[src/rtl/btn_conditioner_pkg.sv]
// -----------------------------------------------------------------------------
// btn_conditioner_pkg
//   Shared constants for the button conditioner:
//   - 2-bit FSM state encodings (IDLE, FIRE, DELAY, REPEAT/HOLD)
//   - bit positions of the four buttons in every {R,U,D,L} vector
//   - idle level of a raw (active-low) button line
//   - prio_pick(): one-hot select of the highest-priority request, R > U > D > L
// -----------------------------------------------------------------------------
package btn_conditioner_pkg;

  localparam logic [1:0] ST_IDLE   = 2'd0;
  localparam logic [1:0] ST_FIRE   = 2'd1;
  localparam logic [1:0] ST_DELAY  = 2'd2;
  // REPEAT exists only with auto-repeat; HOLD only without it, so they share a code.
  localparam logic [1:0] ST_REPEAT = 2'd3;
  localparam logic [1:0] ST_HOLD   = 2'd3;

  localparam int BTN_R = 3;
  localparam int BTN_U = 2;
  localparam int BTN_D = 1;
  localparam int BTN_L = 0;

  // Raw buttons are active low, so an unpressed line reads 1.
  localparam logic RAW_IDLE = 1'b1;

  function automatic logic [3:0] prio_pick(input logic [3:0] req);
    logic [3:0] win;
    win = 4'b0000;
    if (req[BTN_R])      win[BTN_R] = 1'b1;
    else if (req[BTN_U]) win[BTN_U] = 1'b1;
    else if (req[BTN_D]) win[BTN_D] = 1'b1;
    else if (req[BTN_L]) win[BTN_L] = 1'b1;
    return win;
  endfunction

endpackage

[src/rtl/btn_conditioner_debounce.sv]
// -----------------------------------------------------------------------------
// btn_debounce
//   One button channel: 2-flop synchronizer followed by a stable-sample
//   counter. The debounced level flips only after DEBOUNCE_CYCLES consecutive
//   samples that disagree with it; any agreeing sample clears the count.
//
//   Ports:
//     clk   in   player clock, posedge
//     rst   in   asynchronous active-high reset
//     raw   in   raw button line, active low, asynchronous to clk
//     held  out  debounced level, 1 = pressed
// -----------------------------------------------------------------------------
module btn_debounce
  import btn_conditioner_pkg::*;
#(
  parameter int DEBOUNCE_CYCLES = 16
) (
  input  logic clk,
  input  logic rst,
  input  logic raw,
  output logic held
);

  localparam int CW = $clog2(DEBOUNCE_CYCLES + 1);
  // The flip happens on the edge where the count would reach DEBOUNCE_CYCLES.
  localparam logic [CW-1:0] CNT_LAST = CW'(DEBOUNCE_CYCLES - 1);

  logic          sync1;
  logic          sync2;
  logic          sample;
  logic [CW-1:0] cnt;

  assign sample = ~sync2;

  always_ff @(posedge clk or posedge rst) begin
    if (rst) begin
      sync1 <= RAW_IDLE;
      sync2 <= RAW_IDLE;
      cnt   <= '0;
      held  <= 1'b0;
    end else begin
      sync1 <= raw;
      sync2 <= sync1;
      if (sample == held) begin
        cnt <= '0;
      end else if (cnt == CNT_LAST) begin
        held <= ~held;
        cnt  <= '0;
      end else begin
        cnt <= cnt + 1'b1;
      end
    end
  end

endmodule

[src/rtl/btn_conditioner.sv]
// -----------------------------------------------------------------------------
// btn_conditioner
//   Turns four raw, bouncy, active-low buttons {R,U,D,L} into clean
//   single-cycle, one-hot, active-low move pulses for the player logic.
//
//   Ports:
//     clk      in   player slow clock, posedge
//     rst      in   asynchronous active-high reset
//     btn_raw  in   [3:0] raw buttons {R,U,D,L}, low active, asynchronous
//     btn      out  [3:0] move request {R,U,D,L}, low active, one-hot, 1 cycle
//     held     out  [3:0] debounced levels {R,U,D,L}, high = pressed
//
//   Build option BTN_AUTO_REPEAT_EN:
//     defined   - holding the latched direction repeats the pulse, first after
//                 REPEAT_DELAY+1 cycles, then every REPEAT_PERIOD+1 cycles.
//     undefined - one pulse per press; no repeat counter exists and the
//                 REPEAT_* parameters have no effect.
//
//   The FSM state is kept in the 'state' signal for hierarchical observation.
// -----------------------------------------------------------------------------
module btn_conditioner
  import btn_conditioner_pkg::*;
#(
  parameter int DEBOUNCE_CYCLES = 16,
  parameter int REPEAT_DELAY    = 64,
  parameter int REPEAT_PERIOD   = 16
) (
  input  logic       clk,
  input  logic       rst,
  input  logic [3:0] btn_raw,
  output logic [3:0] btn,
  output logic [3:0] held
);

  logic [1:0] state;
  logic [1:0] state_nx;
  logic [3:0] dir;
  logic [3:0] dir_nx;
  logic [3:0] held_prev;
  logic [3:0] rise;
  logic [3:0] pend;
  logic [3:0] evt_idle;
  logic [3:0] evt_other;
  logic [3:0] clr;
  logic       dir_held;

`ifdef BTN_AUTO_REPEAT_EN
  localparam int REP_MAX = (REPEAT_DELAY > REPEAT_PERIOD) ? REPEAT_DELAY : REPEAT_PERIOD;
  localparam int RW      = $clog2(REP_MAX + 1);
  localparam logic [RW-1:0] DELAY_LAST  = RW'(REPEAT_DELAY - 1);
  localparam logic [RW-1:0] PERIOD_LAST = RW'(REPEAT_PERIOD - 1);

  logic          rep;
  logic          rep_nx;
  logic [RW-1:0] rcnt;
  logic [RW-1:0] rcnt_nx;
  logic [RW-1:0] rthr;
`endif

  for (genvar i = 0; i < 4; i++) begin : g_db
    btn_debounce #(
      .DEBOUNCE_CYCLES(DEBOUNCE_CYCLES)
    ) u_db (
      .clk (clk),
      .rst (rst),
      .raw (btn_raw[i]),
      .held(held[i])
    );
  end

  assign rise     = held & ~held_prev;
  // IDLE also sees presses that arrived while another direction was active
  // (simultaneous losers, or a press in the same cycle as a release).
  assign evt_idle = pend | rise;
  // While a direction is active only fresh presses of other buttons take over;
  // older pending presses wait until the active button is released.
  assign evt_other = rise & ~dir;
  assign dir_held  = |(held & dir);

  always_comb begin
    state_nx = state;
    dir_nx   = dir;
    clr      = 4'b0000;
`ifdef BTN_AUTO_REPEAT_EN
    rep_nx   = rep;
    rcnt_nx  = rcnt;
    rthr     = (state == ST_REPEAT) ? PERIOD_LAST : DELAY_LAST;
`endif
    case (state)
      ST_IDLE: begin
        if (|evt_idle) begin
          dir_nx   = prio_pick(evt_idle);
          clr      = dir_nx;
          state_nx = ST_FIRE;
`ifdef BTN_AUTO_REPEAT_EN
          rep_nx   = 1'b0;
`endif
        end
      end
      ST_FIRE: begin
`ifdef BTN_AUTO_REPEAT_EN
        rcnt_nx  = '0;
        state_nx = rep ? ST_REPEAT : ST_DELAY;
`else
        state_nx = ST_HOLD;
`endif
      end
`ifdef BTN_AUTO_REPEAT_EN
      ST_DELAY, ST_REPEAT: begin
        if (!dir_held) begin
          state_nx = ST_IDLE;
        end else if (|evt_other) begin
          dir_nx   = prio_pick(evt_other);
          clr      = dir_nx;
          rep_nx   = 1'b0;
          state_nx = ST_FIRE;
        end else if (rcnt == rthr) begin
          rep_nx   = 1'b1;
          state_nx = ST_FIRE;
        end else if (rcnt != {RW{1'b1}}) begin
          rcnt_nx = rcnt + 1'b1;
        end
      end
`else
      ST_HOLD: begin
        if (!dir_held) begin
          state_nx = ST_IDLE;
        end else if (|evt_other) begin
          dir_nx   = prio_pick(evt_other);
          clr      = dir_nx;
          state_nx = ST_FIRE;
        end
      end
`endif
      default: state_nx = ST_IDLE;
    endcase
  end

  always_ff @(posedge clk or posedge rst) begin
    if (rst) begin
      state     <= ST_IDLE;
      dir       <= 4'b0000;
      held_prev <= 4'b0000;
      pend      <= 4'b0000;
      btn       <= 4'b1111;
`ifdef BTN_AUTO_REPEAT_EN
      rep       <= 1'b0;
      rcnt      <= '0;
`endif
    end else begin
      state     <= state_nx;
      dir       <= dir_nx;
      held_prev <= held;
      // A pending press is dropped once consumed or once its button is released.
      pend      <= (pend | rise) & held & ~clr;
      // Registered so the pulse coincides exactly with the FIRE cycle.
      btn       <= (state_nx == ST_FIRE) ? ~dir_nx : 4'b1111;
`ifdef BTN_AUTO_REPEAT_EN
      rep       <= rep_nx;
      rcnt      <= rcnt_nx;
`endif
    end
  end

endmodule

[config.mk]
export PLATFORM = sky130hd
export DESIGN_NAME = btn_conditioner
export DESIGN_NICKNAME = d
export VERILOG_FILES = /design/src/rtl/btn_conditioner_pkg.sv /design/src/rtl/btn_conditioner_debounce.sv /design/src/rtl/btn_conditioner.sv
export SDC_FILE = /design/constraint.sdc
export NUM_CORES = 1
export LEC_CHECK = 0
export CORE_ASPECT_RATIO = 1.5
export CORE_MARGIN = 2
export CORE_UTILIZATION = 43
export CTS_CLUSTER_SIZE = 40
export DETAILED_ROUTE_END_ITERATION = 8
export SLEW_MARGIN = 10
export SYNTH_ARGS = -nofsm -noshare
export SYNTH_HDL_FRONTEND = slang
export SYNTH_HIERARCHICAL = 1
export SYNTH_SLANG_ARGS = --single-unit
[constraint.sdc]
create_clock -name clk -period 5.5 [get_ports clk]
set_input_delay 0.825 -clock clk [delete_from_list [all_inputs] [get_ports clk]]
set_output_delay 0.825 -clock clk [all_outputs]
set_load 0.01 [all_outputs]
==> reports/summary.txt <==
CP delay by family, top: buffers and inverters
Post-DP HPWL: 3.11 mm
Insertion delay of the later-clocked pin in the worst-skew pair: 0.30 ns
Net count reported at finish: 227
CTS buffer count: 5
Vias per Instance: 5.31
Post-CTS setup repair buffer count: 0
Finish-stage setup viols: 0
Ratio of total power to cell area: 317 mW/mm²
Synth async-reset ratio: 1.00
Number of synthesized flops with an enable pin: 0
Leading register cell type out of synthesis: dfrtp_1
Number of top-level pins: 14
Floorplan die height: 92.5 µm
Arrival time of data at the critical path endpoint: 1.47 ns
Initial antenna violation count: 0
Final worst-path cycle share: 0.417
Max Freq: 0.436 GHz
Startpoint type of the worst setup path: flip-flop
Floorplan Core Area: 0.00508 mm²
RSZ-0062 raised after global routing: false
Critical setup path kind: flip-flop to primary output
Die Width: 63.0 µm
Vias in the first global route: 1632
Overflow left after global routing: 0
Status: complete, no violations
Slew @ Worst Pin: 0.696 ns
Via Count: 1497
Buffer and inverter count on the worst path: 1
Mapped Avg Cell Area: 11.6 µm²
Residual antenna-violating net count after detailed routing: 0
Detailed-route DRC error count: 0
Starting utilization of the core area: 0.441
Cts hold-fix bufs: 0
Number of core rows: 32
Max_cap viols: 0
Number of synthesis warnings: 6
Ant diodes: 0
Synthesized Nets: 208
Seq cells post-synth: 50
Clock H-tree levels: 2
Fraction of layout instances using a drive strength above 1: 0.201
Number of hold violations in the final report: 0
Minimum period implied by the final worst setup slack: 2.29 ns
Synth cell types: 42
Post-Synthesis Cell Area: 0.00224 mm²
Pin count of the biggest net entering global routing: 19
Root buf cell: clkbuf_8
Per-cell routed wire length: 14.4 µm
Total length of routed wires: 4.06 mm
Global-route wire length before repair: 7.16 mm
Clock Tree Buf Depth: 2
Worst Clk Skew: 0.00450 ns
Class of the worst hold path: flip-flop to flip-flop
Total iterations of the first detailed-routing run: 4
Number of violations reported at the end of detailed-routing iteration 0: 65
Kind of end point of the critical path: primary output
Largest stage delay on the critical path: 0.61 ns
Min Hold Slack: 0.361 ns
Portion of the post-synthesis area used by sequential elements: 0.564
Count of pins over their slew limit: 0
Worst slew margin relative to its limit: 0.532
Floorplan die area: 0.00582 mm²
Overall Power: 0.813 mW
Critical Path, Cell by Cell: clkdlybuf4s50_1
Data required, critical path: 4.68 ns
Area added between synthesis and finish: 14.4%
Maximum resistive drop on vdd: 0.000178 V
Cell with the largest stage delay on the worst path: clkdlybuf4s50_1
Reported leakage power: 1.19 nW
Final estimated routing congestion in global placement: 0.886
Clock slew at the register clock pins of the worst setup and hold paths: 0.09 ns
Cts repair resizes: 0
Critical path peak fanout: 8
Clock sinks: 50
Number of instances in the synthesized netlist: 194
CTS tree: done
IO buf count: 13
GR Util All Layers: 0.158
Final-layout setup total negative slack: 0 ns
## metal layers
metal / up-vias / global-route usage / routed length, µm
met2: 36 / 0.281 / 2200
li1: 709 / - / -
met5: - / 0 / 0
met4: 0 / 0.0833 / 99
met3: 9 / 0.0413 / 158
met1: 743 / 0.169 / 1600
## power breakdown
group	internal, mW	total [mW]	switching, mW
Combinational	0.0543	0.149	0.0945
Sequential	0.389	0.405	0.0168
Clock	0.136	0.258	0.122
Total	0.579	0.813	0.233
## placed cells by master, fill, tap and decap left out, types with 2 or more instances in the layout
master           synthesis  final
dfrtp_1                 38     38
inv_1                   18     18
nor2_1                  18     18
clkdlybuf4s50_1          0     13
dfstp_2                 12     12
nand3_1                 10     10
ha_1                     8      8
xor2_1                   8      8
and3_1                   6      6
o21ai_0                  6      6
nand2_1                  5      5
clkbuf_8                 0      5
nor2b_1                  4      4
nand3_2                  4      4
o31ai_1                  4      4
xnor2_2                  4      4
and2_2                   4      4
o21ai_2                  4      4
nor4_1                   3      3
nand2b_1                 3      3
a32oi_1                  3      3
o211ai_1                 3      3
a31oi_1                  2      2
or3b_2                   2      2
or3b_1                   2      2
a31o_2                   2      2
or2_2                    2      2
nor3b_1                  2      2
a21oi_1                  2      2
## path summary, 6_finish.rpt
| path | slack [ns] | cells after the start | endpoint | from |
|---|---|---|---|---|
| hold / removal | 0.36 | 0 | g_db[3].u_db/sync2 | g_db[3].u_db/sync1 |
| min in group asynchronous | 0.92 | 2 | g_db[0].u_db/held | rst |
| setup / recovery | 3.21 | 1 | held[0] | g_db[0].u_db/held |
| setup reg to reg | 3.48 | 5 | dir[0] | g_db[1].u_db/held |
| max in group asynchronous | 3.96 | 2 | state[1] | rst |
| hold reg to reg | 0.36 | 0 | g_db[3].u_db/sync2 | g_db[3].u_db/sync1 |
## registers in the layout (all words and copies together) (netlist names)
signal	count
g_db.u_db/held	4
dir	4
g_db.u_db/sync2	4
g_db.u_db/cnt	20
g_db.u_db/sync1	4
held_prev	4
state	2
btn	4
pend	4
## cell type report
cell class,count,area [µm²]
fillers,469,2520
flip-flops and latches,50,1270
multi-input cells,125,905
repair buffers,13,130
well taps,68,85.1
clock buffers,5,68.8
inverters,18,67.6
clock inverters,3,43.8
## Yosys cell counts (all sizes together) (2+ instances only)
| library cell | n | share of area |
|---|---|---|
| and2 | 4 | 0.013 |
| nor2b | 4 | 0.011 |
| nand2b | 3 | 0.0084 |
| dfrtp | 38 | 0.42 |
| nand2 | 5 | 0.0084 |
| o211ai | 3 | 0.010 |
| ha | 8 | 0.045 |
| or3b | 4 | 0.016 |
| dfstp | 12 | 0.14 |
| xor2 | 8 | 0.031 |
| a32oi | 3 | 0.012 |
| a21oi | 2 | 0.0045 |
| nor2 | 18 | 0.030 |
| a21boi | 2 | 0.0067 |
| inv | 18 | 0.030 |
| and3 | 6 | 0.017 |
| a31o | 2 | 0.0078 |
| nor4 | 3 | 0.0084 |
| o21ai | 10 | 0.029 |
| nand3 | 14 | 0.040 |
| or2 | 2 | 0.0056 |
| xnor2 | 4 | 0.029 |
| o31ai | 4 | 0.013 |
| nor4b | 2 | 0.011 |
| nor3b | 2 | 0.0067 |
| a31oi | 2 | 0.0056 |
## through the flow
step / instance area [µm²] / std cells / utilization / worst slack, ns
global placement: 2450 / 274 / 0.483 / 3.54
floorplan: 2240 / 194 / - / 3.68
finish: 2570 / 282 / 0.505 / 3.21
CTS: 2570 / 282 / 0.505 / 3.19
detailed placement: 2450 / 274 / 0.483 / 3.50
global route: 2570 / 282 / 0.505 / 3.15
## cells by family (layout without fill, tap and decap cells)
kind of cell               count (synthesis)  after routing  synth area share
xor gates and xnor gates                  12             12            0.0602
adders and majority gates                  8              8            0.0446
and+or+nand+nor                           72             72             0.190
buffers and inverters                     19             39            0.0323
DFF                                       50             50             0.564
AOI/OAI and AO/OA                         33             33             0.108
No activity file was read; power rests on OpenSTA's default activity.
